--- src/rtl/mem_copy_job_ctrl.sv ---
// ---------------------------------------------------------------------------
// mem_copy_job_ctrl
//
// Job sequencer for the generic-processing AFU. It sits between the CSR block
// and the CCI-P/MPF channels and moves one job of cache lines from the source
// to the destination buffer:
//   * a run pulse latches src/dst/length and starts the job;
//   * one c0 read-line request is issued per source line, throttled by c0
//     almost-full, an outstanding-read credit limit and read-buffer space;
//   * one c1 write-line request is issued per processed result line;
//   * done pulses once every read has returned and every write is acked.
//
// Ports
//   clk, reset                  clock, synchronous active-high reset
//   run                         single-cycle start pulse
//   src_cl_addr, dst_cl_addr    first source / destination cache line
//   length_bytes                job length in bytes (rounded up to lines)
//   c0_alm_full                 c0Tx almost-full
//   rd_req_valid/addr/mdata     registered read request (mdata = line index)
//   rd_rsp_valid                one read response line received
//   buf_full_n                  read buffer can take one more line
//   c1_alm_full                 c1Tx almost-full
//   wr_line_avail               a result line is ready
//   wr_line_pop                 consume result line (same cycle as decision)
//   wr_req_valid/addr           registered write request
//   wr_rsp_valid                one write ack received
//   busy                        job in progress (RUN or DRAIN)
//   done                        one-cycle completion pulse
//   run_ignored                 one-cycle pulse: run seen while busy
//   lines_total                 line count of the current / last job
// ---------------------------------------------------------------------------
module mem_copy_job_ctrl #(
    parameter int CL_ADDR_W          = 42,
    parameter int MAX_RD_OUTSTANDING = 64,
    parameter int LEN_W              = 64
) (
    input  logic                 clk,
    input  logic                 reset,
    input  logic                 run,
    input  logic [CL_ADDR_W-1:0] src_cl_addr,
    input  logic [CL_ADDR_W-1:0] dst_cl_addr,
    input  logic [LEN_W-1:0]     length_bytes,
    input  logic                 c0_alm_full,
    output logic                 rd_req_valid,
    output logic [CL_ADDR_W-1:0] rd_req_addr,
    output logic [15:0]          rd_req_mdata,
    input  logic                 rd_rsp_valid,
    input  logic                 buf_full_n,
    input  logic                 c1_alm_full,
    input  logic                 wr_line_avail,
    output logic                 wr_line_pop,
    output logic                 wr_req_valid,
    output logic [CL_ADDR_W-1:0] wr_req_addr,
    input  logic                 wr_rsp_valid,
    output logic                 busy,
    output logic                 done,
    output logic                 run_ignored,
    output logic [LEN_W-7:0]     lines_total
);

    // Internal line counters carry one extra bit so that a maximal length,
    // which rounds up to exactly 2^(LEN_W-6) lines, still terminates.
    localparam int CNT_W = LEN_W - 5;
    localparam int OUT_W = $clog2(MAX_RD_OUTSTANDING) + 1;

    typedef enum logic [1:0] {
        IDLE,
        RUN,
        DRAIN,
        DONE
    } state_t;

    state_t               state;
    logic [CL_ADDR_W-1:0] src_q;
    logic [CL_ADDR_W-1:0] dst_q;
    logic [CNT_W-1:0]     lines_q;
    logic [CNT_W-1:0]     rd_issued;
    logic [CNT_W-1:0]     wr_issued;
    logic [CNT_W-1:0]     wr_acked;
    logic [OUT_W-1:0]     rd_outst;

    // ceil(length_bytes / 64)
    logic [CNT_W-1:0]     lines_in;
    assign lines_in = CNT_W'(length_bytes >> 6) + CNT_W'(|length_bytes[5:0]);

    logic job_active;   // RUN or DRAIN
    logic can_start;    // a run pulse here starts a new job
    logic rd_go;        // issue a read this cycle
    logic wr_go;        // issue a write this cycle
    logic rsp_take;     // read response that actually retires a credit
    logic ack_take;     // write ack that counts toward completion

    assign job_active = (state == RUN) || (state == DRAIN);
    assign can_start  = run && ((state == IDLE) || (state == DONE));

    assign rd_go = (state == RUN)
                && (rd_issued < lines_q)
                && !c0_alm_full
                && (rd_outst < OUT_W'(MAX_RD_OUTSTANDING))
                && buf_full_n;

    assign wr_go = job_active
                && (wr_issued < lines_q)
                && wr_line_avail
                && !c1_alm_full;

    // The pop strobe is combinational; keep it quiet while reset is asserted
    // so an aborting job never swallows a result line.
    assign wr_line_pop = wr_go && !reset;

    // A response with no read outstanding (e.g. stale traffic from an
    // aborted job) must not wrap the credit counter.
    assign rsp_take = rd_rsp_valid && (rd_outst != '0);
    assign ack_take = wr_rsp_valid && job_active && (wr_acked != lines_q);

    always_ff @(posedge clk) begin
        if (reset) begin
            state        <= IDLE;
            src_q        <= '0;
            dst_q        <= '0;
            lines_q      <= '0;
            rd_issued    <= '0;
            wr_issued    <= '0;
            wr_acked     <= '0;
            rd_outst     <= '0;
            rd_req_valid <= 1'b0;
            rd_req_addr  <= '0;
            rd_req_mdata <= '0;
            wr_req_valid <= 1'b0;
            wr_req_addr  <= '0;
            busy         <= 1'b0;
            done         <= 1'b0;
            run_ignored  <= 1'b0;
            lines_total  <= '0;
        end else begin
            rd_req_valid <= rd_go;
            wr_req_valid <= wr_go;
            done         <= (state == DONE);
            run_ignored  <= run && job_active;

            if (rd_go) begin
                rd_req_addr  <= src_q + CL_ADDR_W'(rd_issued);
                rd_req_mdata <= rd_issued[15:0];
                rd_issued    <= rd_issued + CNT_W'(1);
            end

            if (wr_go) begin
                wr_req_addr <= dst_q + CL_ADDR_W'(wr_issued);
                wr_issued   <= wr_issued + CNT_W'(1);
            end

            // Issue and retire in the same cycle cancel out.
            if (rd_go && !rsp_take)
                rd_outst <= rd_outst + OUT_W'(1);
            else if (!rd_go && rsp_take)
                rd_outst <= rd_outst - OUT_W'(1);

            if (ack_take)
                wr_acked <= wr_acked + CNT_W'(1);

            case (state)
                IDLE, DONE: begin
                    if (can_start) begin
                        src_q       <= src_cl_addr;
                        dst_q       <= dst_cl_addr;
                        lines_q     <= lines_in;
                        lines_total <= lines_in[LEN_W-7:0];
                        rd_issued   <= '0;
                        wr_issued   <= '0;
                        wr_acked    <= '0;
                        rd_outst    <= '0;
                        // An empty job skips straight to completion.
                        if (lines_in == '0) begin
                            state <= DONE;
                            busy  <= 1'b0;
                        end else begin
                            state <= RUN;
                            busy  <= 1'b1;
                        end
                    end else begin
                        state <= IDLE;
                    end
                end

                RUN: begin
                    if (rd_issued == lines_q)
                        state <= DRAIN;
                end

                DRAIN: begin
                    // Wait for the last write ack and for every read to have
                    // come back so no stale response leaks into the next job.
                    if ((wr_acked == lines_q) && (rd_outst == '0)) begin
                        state <= DONE;
                        busy  <= 1'b0;
                    end
                end

                default: begin
                    state <= IDLE;
                    busy  <= 1'b0;
                end
            endcase
        end
    end

endmodule

--- config.mk ---
export PLATFORM = sky130hd
export DESIGN_NAME = mem_copy_job_ctrl
export DESIGN_NICKNAME = d
export VERILOG_FILES = /design/src/rtl/mem_copy_job_ctrl.sv
export SDC_FILE = /design/constraint.sdc
export NUM_CORES = 1
export LEC_CHECK = 0
export CAP_MARGIN = 20
export CORE_MARGIN = 2
export CORE_UTILIZATION = 40
export CTS_CLUSTER_SIZE = 16
export DETAILED_ROUTE_END_ITERATION = 6
export PLACE_DENSITY = 0.71
export SLEW_MARGIN = 20
export SYNTH_ARGS = -nofsm -noshare
export SYNTH_HDL_FRONTEND = slang
export SYNTH_SLANG_ARGS = --single-unit
--- constraint.sdc ---
create_clock -name clk -period 5.2 [get_ports clk]
set_input_delay 1.04 -clock clk [delete_from_list [all_inputs] [get_ports clk]]
set_output_delay 1.04 -clock clk [all_outputs]
set_load 0.02 [all_outputs]
==> flow_summary_export.csv <==
group,metric,value,unit
power,power_density,350,mW/mm^2
synth,synth.distinct_cells,83,
critical_path,cpPeakStageDelay,0.45,ns
floorplan,rows,93,
synth,yosys.area.top_type,"dfxtp_1",
clock_tree,cts.sinks,434,
routing,wl,85.4,mm
final_layout,fill_cells,6194,
global_routing,met3_usage,0.0298,
power,p_clk_frac,0.336,
power,ir_worst_vdd,0.218,mV
synth,yosysWarnings,0,
synth,synth_edf_count,0,
critical_path,critical_path_arrival,3.61,ns
timing,setup_viol,0,
global_routing,grt.busiest_layer,"met2",
clock_tree,numCtsBuffers,48,
routing,drt_iter0_drc,1933,
timing,rsz0062_at_grt,"no",
placed_design,place_congestion,0.970,
global_routing,grt_pass1_wl,132,mm
synth,ys_seq_area_frac,0.332,
timing,tns,0,ns
power,p_leak,13.0,nW
critical_path,crit_type,"reg2out",
floorplan,core,0.0646,mm^2
routing,drc,0,
run,maxCapViolCount,0,
critical_path,worstSetupEndpointType,"primary output",
power,pwr-share-comb,0.305,
routing,wire_per_inst,19.9,um
final_layout,drive_above_1_share,0.0592,
final_layout,nNetsFinal,3776,
timing,slew_viol_final,0,
clock_tree,path_clk_slew,0.06,ns
timing,hold_slack,0.449,ns
clock_tree,root_buffer,"clkbuf_16",
global_routing,use_met1,0.326,
timing,fmax,215,MHz
power,seqPwrFrac,0.359,
timing,fin_ws,0.555,ns
power,p_sw,3.95,mW
critical_path,required,4.16,ns
clock_tree,postCtsSetupBuffers,0,
global_routing,met2_usage,0.410,
power,swShare,0.353,
clock_tree,cts_tree,"yes",
routing,vias_per_cell,5.69,
synth,synth.area.top_cells,"dfxtp_1, ha_1, xor2_1, nand2_1, a21oi_1",
timing,min_period_over_period,0.893,
critical_path,crit_slowest_cell,"dfxtp_1",
clock_tree,htree_num_levels,2,
synth,syn_inst,3159,
floorplan,die_h,260,um
final_layout,area_growth,21.9,%
routing,vias,24500,
hold_path,hold_path_class,"reg2reg",
timing,fin_crit,4.65,ns
synth,ys.flop_type,"dfxtp_1",
global_routing,antenna_found_initial,3,
floorplan,fp.dieW,260,um
clock_tree,clock_latency,0.62,ns
timing,slew_headroom,0.288,
timing,finalHoldViolCount,0,
status,outcome,"finished clean",
placed_design,pre_cts_ws,0.0148,ns
hold_path,worstHoldStart,"wr_req_addr[25]$_SDFFE_PP0N_",
timing,worst_slew_pin_slew,1.06,ns
floorplan,io_pins,321,
global_routing,grt_pass1_vias,22800,
global_routing,grt_max_degree,68,
clock_tree,clock_path_buffers,3,
floorplan,dieArea,0.0675,mm^2
power,p_int,7.24,mW
synth,synth_nets,3528,
final_layout,final_core_util,0.495,
placed_design,dpl.cell_count,4211,
critical_path,reg2reg_from,"lines_total[56]$_SDFFE_PP0P_",
routing,drt-pass1-iter-count,5,
synth,async_flop_share,0,
routing,drtAntennaViolNets,0,
critical_path,worstPathMaxFanout,3,
synth,syn-cell-area,0.0262,mm^2
global_routing,grt.total_usage,0.247,
critical_path,crit_path_start_kind,"flop",
placed_design,io_buffer_count,320,
synth,ys_ff_latch,434,
critical_path,cp-startpoint,"lines_total[44]$_SDFFE_PP0P_",
placed_design,dpl.hpwl,66.2,mm
synth,syn_area_per_cell,8.29,um^2
global_routing,grt_overflow,0,
timing,finClkSkew,0.0377,ns
synth,synth_top_area_frac,0.332,
floorplan,start_util,0.406,
final_layout,fin_cells,4302,
critical_path,crit_path_cell_trace,"inv_1, ha_1, a21o_1, a21o_1, a21oi_1, o21ai_0, a31o_2, nand4b_1, a2111oi_2, buf_4, nor2_4, nor2_1, buf_4, dlymetal6s2s_1",
synth_stat cells, types with 47 or more instances:
cell type and instances:
o21ai_0 115, nor2_1 220, nand3_1 119, xor2_1 179, dfxtp_1 434, nor4_1 47, a21oi_1 233, nand4_1 91
ha_1 210, a22o_1 87, clkbuf_1 112, inv_1 134, o22ai_1 50, or3_1 48, buf_4 60, a21o_1 101
nand2_1 336, xnor2_1 128
what timing repair did:
item	4_1_cts	5_1_grt
hold buffers	0	0
endpoints found under the hold margin	0	0
gates resized for setup	0	1
setup endpoints to repair	0	1
layer usage:
| metal | part of all wire | vias to the layer above |
|---|---|---|
| li1 | - | 11900 |
| met1 | 0.43 | 11600 |
| met3 | 0.062 | 188 |
| met4 | 0.040 | 0 |
| met2 | 0.47 | 815 |
| met5 | 0 | - |
flip-flops by register name (all words and copies together) (netlist names):
register	flops
busy	1
done	1
dst_q	42
lines_q	2
lines_total	57
rd_issued	59
rd_outst	7
rd_req_addr	42
rd_req_mdata	16
rd_req_valid	1
run_ignored	1
src_q	42
state	2
wr_acked	59
wr_issued	59
wr_req_addr	42
wr_req_valid	1
path summary, 6_finish.rpt:
check / to / slack, ns / cells after the start
worst min register to register: wr_req_addr[25]$_SDFFE_PP0N_ / 0.45 / 2
worst max-delay path: wr_line_pop / 0.55 / 14
worst min-delay path: wr_req_addr[25]$_SDFFE_PP0N_ / 0.45 / 2
worst max register to register: wr_acked[47]$_SDFF_PP0_ / 1.19 / 12
final cells by class:
cell class	count	area [um^2]	area share
multi-input cells	2396	16100	0.504
inverters	134	503	0.0157
clock inverters	30	422	0.0132
well taps	855	1070	0.0335
flip-flops and latches	434	8690	0.272
diodes	2	5.00	0.000157
repair buffers	393	3850	0.120
clock buffers	58	1310	0.0410
metrics by stage:
stage                     instance area (um^2)  power, mW
final                                    31900       11.2
after global routing                     31900       11.7
after CTS                                31900       11.2
after detailed placement                 30200       7.45
after global placement                   30200       7.43
after floorplan                          26200       6.15
cell families after synthesis:
kind of cell / count (synthesis) / share of synthesized area
and+or+nand+nor: 1102 / 0.213
AOI/OAI and AO/OA: 764 / 0.191
DFF: 434 / 0.332
buffers and inverters: 329 / 0.0562
xor gates and xnor gates: 307 / 0.103
adders and majority gates: 213 / 0.102
muxes: 10 / 0.00387
critical path, delay by kind of cell, from the launching register on:
| family | cells | cell delay, ns |
|---|---|---|
| AOI/OAI and AO/OA | 6 | 1.16 |
| buffers and inverters | 4 | 0.71 |
| DFF | 1 | 0.45 |
| adders and majority gates | 1 | 0.34 |
| and+or+nand+nor | 3 | 0.31 |
power by group through the flow:
| stage | clock network, mW | logic, mW | registers, mW |
|---|---|---|---|
| floorplan | 0 | 2.14 | 4.01 |
| global placement | 0 | 3.35 | 4.08 |
| detailed placement | 0 | 3.37 | 4.08 |
| CTS | 3.82 | 3.40 | 4.01 |
| global route | 3.96 | 3.71 | 4.04 |
| finish | 3.76 | 3.41 | 4.01 |
cells in the final DEF (no fill, tap or decap), types with 10 or more instances in the layout:
master and n:
dfxtp_1 434, nand2_1 335, clkdlybuf4s50_1 318, a21oi_1 232, nor2_1 217, ha_1 210
xor2_1 179, inv_1 134, xnor2_1 128, nand3_1 119, o21ai_0 115, a21o_1 101
nand4_1 91, a22o_1 87, buf_4 67, o22ai_1 50, or3_1 48, clkbuf_16 48
nor4_1 46, and3_1 46, nor3_1 44, and4_1 27, nand2b_1 23, o211ai_1 22
or4_1 20, o2111ai_1 18, o21a_1 18, a211oi_1 16, o31ai_1 15, a31oi_1 14
and2_1 12, nor2b_1 11, or2_2 11, o311ai_0 11, o41ai_1 10
Power figures use the tool's default switching activity.
